`config.mk`:
```
export PLATFORM = sky130hd
export DESIGN_NAME = regfile_wr_arbiter
export DESIGN_NICKNAME = d
export VERILOG_FILES = /design/src/rtl/regfile_arb_pkg.sv /design/src/rtl/rr_arbiter.sv /design/src/rtl/regfile_wr_arbiter.sv
export SDC_FILE = /design/constraint.sdc
export NUM_CORES = 1
export LEC_CHECK = 0
export ABC_AREA = 1
export CORE_MARGIN = 2
export CORE_UTILIZATION = 34
export DETAILED_ROUTE_END_ITERATION = 7
export GPL_TIMING_DRIVEN = 0
export PLACE_DENSITY_LB_ADDON = 0.15
export SLEW_MARGIN = 10
export SYNTH_ARGS = -nofsm -noshare
export SYNTH_HDL_FRONTEND = slang
export SYNTH_HIERARCHICAL = 1
export SYNTH_SLANG_ARGS = --single-unit
export TNS_END_PERCENT = 50
```
`constraint.sdc`:
```
create_clock -name clk -period 1.57 [get_ports clk]
set_clock_uncertainty 0.1 [all_clocks]
set_input_delay 0.314 -clock clk [delete_from_list [all_inputs] [get_ports clk]]
set_output_delay 0.314 -clock clk [all_outputs]
set_load 0.01 [all_outputs]
```
`src/rtl/regfile_arb_pkg.sv`:
```
// Shared types and constants for the regfile write-port arbiter.
// Optional build macro: REGFILE_ARB_FIXED_PRIO_EN.
package regfile_arb_pkg;
  typedef enum logic {
    CLEAR,
    RUN
  } arb_state_t;

  localparam int REG_COUNT = 32;
  localparam int ZERO_REG  = 0;
endpackage

```
`src/rtl/rr_arbiter.sv`:
```
// Combinational rotating-priority one-hot grant search.
// The fixed-priority build ties ptr_i to zero.
module rr_arbiter #(
  parameter int NUM_REQ = 3,
  parameter int PW      = 2
) (
  input  logic [NUM_REQ-1:0] req_i,
  input  logic [PW-1:0]      ptr_i,
  output logic [NUM_REQ-1:0] gnt_o
);

  logic found;

  always_comb begin
    gnt_o = '0;
    found = 1'b0;
    // upper segment from the pointer first, then wrap to the bottom
    for (int i = 0; i < NUM_REQ; i++) begin
      if (!found && i >= int'(ptr_i) && req_i[i]) begin
        gnt_o[i] = 1'b1;
        found    = 1'b1;
      end
    end
    for (int i = 0; i < NUM_REQ; i++) begin
      if (!found && i < int'(ptr_i) && req_i[i]) begin
        gnt_o[i] = 1'b1;
        found    = 1'b1;
      end
    end
  end

endmodule

```
`src/rtl/regfile_wr_arbiter.sv`:
```
// Regfile write-port arbiter with x1..x31 clear sequencer.
// Define REGFILE_ARB_FIXED_PRIO_EN for lowest-index-wins priority.
module regfile_wr_arbiter
  import regfile_arb_pkg::*;
#(
  parameter int NUM_REQ        = 3,
  parameter int ADDR_W         = 5,
  parameter int DATA_W         = 32,
  parameter bit CLEAR_ON_RESET = 1'b1
) (
  input  logic                      clk,
  input  logic                      reset,
  input  logic [NUM_REQ-1:0]        req_valid,
  input  logic [NUM_REQ*ADDR_W-1:0] req_addr,
  input  logic [NUM_REQ*DATA_W-1:0] req_data,
  output logic [NUM_REQ-1:0]        req_ready,
  input  logic                      clear_req,
  output logic                      busy,
  output logic                      write_en,
  output logic [ADDR_W-1:0]         write_ad,
  output logic [DATA_W-1:0]         data_in
);

  localparam int PW = $clog2(NUM_REQ);

  arb_state_t          state_q;
  logic [ADDR_W-1:0]   cnt_q;
  logic                busy_q;
  logic                we_q;
  logic [ADDR_W-1:0]   wad_q;
  logic [DATA_W-1:0]   wdata_q;
  logic [PW-1:0]       ptr;
  logic [NUM_REQ-1:0]  gnt;
  logic                any;
  logic [ADDR_W-1:0]   gaddr;
  logic [DATA_W-1:0]   gdata;

`ifdef REGFILE_ARB_FIXED_PRIO_EN
  assign ptr = '0;
`else
  logic [PW-1:0] ptr_q;
  logic [PW-1:0] ptr_d;
  logic [PW-1:0] gidx;

  assign ptr = ptr_q;

  always_comb begin
    gidx = '0;
    for (int i = 0; i < NUM_REQ; i++) begin
      if (req_ready[i]) gidx = PW'(i);
    end
    ptr_d = (gidx == PW'(NUM_REQ - 1)) ? '0 : gidx + 1'b1;
  end
`endif

  rr_arbiter #(
    .NUM_REQ(NUM_REQ),
    .PW     (PW)
  ) u_arb (
    .req_i (req_valid),
    .ptr_i (ptr),
    .gnt_o (gnt)
  );

  assign req_ready = (state_q == RUN && !clear_req) ? gnt : '0;
  assign any       = |req_ready;

  always_comb begin
    gaddr = '0;
    gdata = '0;
    for (int i = 0; i < NUM_REQ; i++) begin
      if (req_ready[i]) begin
        gaddr = req_addr[i*ADDR_W +: ADDR_W];
        gdata = req_data[i*DATA_W +: DATA_W];
      end
    end
  end

  always_ff @(posedge clk or negedge reset) begin
    if (!reset) begin
      state_q <= CLEAR_ON_RESET ? CLEAR : RUN;
      cnt_q   <= ADDR_W'(1);
      busy_q  <= 1'b0;
      we_q    <= 1'b0;
      wad_q   <= '0;
      wdata_q <= '0;
`ifndef REGFILE_ARB_FIXED_PRIO_EN
      ptr_q   <= '0;
`endif
    end else begin
      unique case (state_q)
        CLEAR: begin
          we_q    <= 1'b1;
          wad_q   <= cnt_q;
          wdata_q <= '0;
          busy_q  <= 1'b1;
          if (cnt_q == ADDR_W'(REG_COUNT - 1)) begin
            state_q <= RUN;
            cnt_q   <= ADDR_W'(1);
          end else begin
            cnt_q <= cnt_q + 1'b1;
          end
        end
        RUN: begin
          busy_q <= 1'b0;
          if (clear_req) begin
            state_q <= CLEAR;
            cnt_q   <= ADDR_W'(1);
            we_q    <= 1'b0;
          end else begin
            // x0 grants are consumed but never written
            we_q <= any && (gaddr != ADDR_W'(ZERO_REG));
            if (any) begin
              wad_q   <= gaddr;
              wdata_q <= gdata;
`ifndef REGFILE_ARB_FIXED_PRIO_EN
              ptr_q   <= ptr_d;
`endif
            end
          end
        end
      endcase
    end
  end

  assign busy     = busy_q;
  assign write_en = we_q;
  assign write_ad = wad_q;
  assign data_in  = wdata_q;

endmodule

```
==> flow_metrics.env <==
export IMPL_n_antenna_cell=0
export IMPL_violations="setup timing"
export IMPL_syn_nets=456
export IMPL_fin_crit_ns=2.04
export IMPL_grtUsageTotal_pct=26.0
export IMPL_final_common_cell="clkdlybuf4s50_1"
export IMPL_clock_path_buffers=2
export IMPL_ys_seq_area_share_pct=45.6
export IMPL_ys_seq_elements=47
export IMPL_root_buffer="clkbuf_8"
export IMPL_insertion_delay_ns=0.31
export IMPL_antenna_found_initial=0
export IMPL_final_layout_size_suffix_gt1_share_pct=25.9
export IMPL_synth_cell_types=27
export IMPL_drt_pass1_iter_count=4
export IMPL_first_iter_violations=220
export IMPL_min_path_type="flip-flop to flip-flop"
export IMPL_syn_cell_area_um2=2580
export IMPL_clkSinkCount=47
export IMPL_grt_overflow_total=0
export IMPL_boundaryPins=159
export IMPL_hold_viol=0
export IMPL_place_congestion=0.829
export IMPL_rows=31
export IMPL_cts_buffers=5
export IMPL_cap_violations=0
export IMPL_routed_wl_um=10900
export IMPL_vdd_drop_max_v=0.000646
export IMPL_dpl_hpwl_um=7170
export IMPL_clkTransAtPathRegs_ns=0.10
export IMPL_area_growth_pct=94.9
export IMPL_dieHeight_um=91.1
export IMPL_crit_type="flip-flop to output port"
export IMPL_grt_max_degree=25
export IMPL_rsz0062_at_grt="true"
export IMPL_timing_final_ws_setup_ns=-0.473
export IMPL_power_density_nw_per_um2=960
export IMPL_wl_per_cell_um=17.1
export IMPL_path_cells="nand2_2, nand2_2, inv_2, nand3_2, nand2_2, inv_2, nor2_4, buf_6, buf_8, buf_6"
export IMPL_finalSetupViolCount=44
export IMPL_fmax_ghz=0.489
export IMPL_viasPerCell=5.09
export IMPL_crit_arrival_ns=1.63
export IMPL_setup_tns_ns=-16.11
export IMPL_slew_headroom_pct=60.8
export IMPL_final_cell_mix="clkdlybuf4s50_1, nand2_1, nand3_1"
export IMPL_htree_levels=2
export IMPL_final_cells=636
export IMPL_slowest_stage="dfrtp_2"
export IMPL_status="finished with violations"
export IMPL_core_area_um2=7290
export IMPL_grt_pass1_wl_um=16900
export IMPL_ys_warn_count=6
export IMPL_nets=655
export IMPL_nFillCells=593
export IMPL_tightest_slew_ns=0.587
export IMPL_postRouteAntennaNets=0
export IMPL_vias=3238
export IMPL_die_area_um2=8300
export IMPL_required_ns=1.16
export IMPL_crit_path_max_incr_delay_ns=0.48
export IMPL_start_kind="flip-flop"
export IMPL_drc=0
export IMPL_report_final_slew_viol_count=0
export IMPL_portBuffers=158
export IMPL_die_x_um=91.1
export IMPL_post_route_period_util_pct=130
export IMPL_dpl_cell_area_um2=4310
export IMPL_stdcell_area_um2=5030
export IMPL_synthCells=337
export IMPL_total_power_w=0.00483
export IMPL_dp_cells=595
export IMPL_first_global_vias=3223
export IMPL_start_util_pct=35.4
export IMPL_endpoint_kind="output port"
export IMPL_crit_path_max_fanout=5
export IMPL_cts_tree="built"
export IMPL_cpMostUsedCell="nand2_2"
export IMPL_synth_avg_cell_area_um2=7.66
export IMPL_leakage_nw=2.39
metrics by stage:
step / utilization (%) / hold slack, ns / worst slack (ns)
floorplan: - / -0.0816 / -0.104
global placement: 58.9 / 0.365 / -1.45
detailed placement: 59.1 / 0.256 / -1.40
CTS: 68.1 / 0.390 / -0.411
global route: 69.0 / 0.417 / -0.536
finish: 69.0 / 0.388 / -0.473
worst max-delay path, delay by kind of cell (launching register included):
| family | cells | cell delay [ns] |
|---|---|---|
| simple gates | 5 | 0.44 |
| buf+inv | 5 | 0.41 |
| flops | 1 | 0.48 |
path summary, 6_finish.rpt:
path                                            to  slack (ns)  cells past startpoint                    start
setup / recovery                      req_ready[2]       -0.47                     10       ptr[1]$_DFFE_PN0P_
min in group asynchronous  write_ad[4]$_DFFE_PN0P_        0.43                      2                    reset
hold / removal             data_in[30]$_DFFE_PN0P_        0.39                      2  data_in[30]$_DFFE_PN0P_
setup reg to reg            data_in[9]$_DFFE_PN0P_       -0.41                     13       ptr[1]$_DFFE_PN0P_
max in group asynchronous       ptr[1]$_DFFE_PN0P_        0.39                      3                    reset
hold reg to reg            data_in[30]$_DFFE_PN0P_        0.39                      2  data_in[30]$_DFFE_PN0P_
kinds of logic (layout without fill, tap and decap cells):
kind of cell	count (synthesis)	count (layout)	share of synthesized area [%]
AO/OA/AOI/OAI	13	13	3.34
XOR/XNOR	1	1	0.339
adder cells (fa/ha/maj)	2	2	0.969
buffers and inverters	38	238	7.22
flip-flops	47	47	45.6
AND/OR/NAND/NOR	236	236	42.5
where the power goes:
group          switching [W]  internal (W)
Sequential          0.000240       0.00146
Combinational        0.00106       0.00112
Clock               0.000438      0.000516
Total                0.00174       0.00309
repair_timing:
item | in CTS | in global routing
setup buffers | 25 | 3
gates resized for setup | 158 | 19
hold buffers | 1 | 0
hold endpoints to repair | 22 | 0
pin swaps | 19 | 13
endpoints found under the setup margin | 83 | 48
cloned | 5 | 0
routing by layer:
metal  global-route usage, %  vias up  wire length [µm]
li1                        -     1535                 -
met1                    31.1     1519              4260
met2                    46.0      166              5530
met3                    5.98       18               853
met4                    8.33        0               250
met5                       0        -                 0
cell usage after synthesis (all sizes together):
cell	n	area (µm²)
nand3	64	325
o211ai	1	7.51
o22ai	1	6.26
dfrtp	46	1150
ha	2	25.0
nor2	16	88.8
clkbuf	4	15.0
xor2	1	8.76
o21a	1	7.51
a22o	1	8.76
dfstp	1	26.3
a21oi	5	25.0
nand2	120	458
nand4	36	225
buf	15	100
o21ai	4	31.3
inv	19	71.3
area by class of cell:
cell class	instances	area [µm²]	share of cell area, %
timing repair buffer	193	1920	38.2
sequential	47	1180	23.5
clock inverter	2	35.0	0.696
tap	99	124	2.46
inverter	19	78.8	1.57
buffer	18	185	3.68
multi-input combinational	252	1420	28.3
clock buffer	6	82.6	1.64
sequential cells by signal (all words and copies together) (netlist names):
name	flops
data_in	32
busy	1
ptr	2
state_q	1
cnt_q	5
write_ad	5
write_en	1
Note: power is estimated with default switching activity, not from simulation.
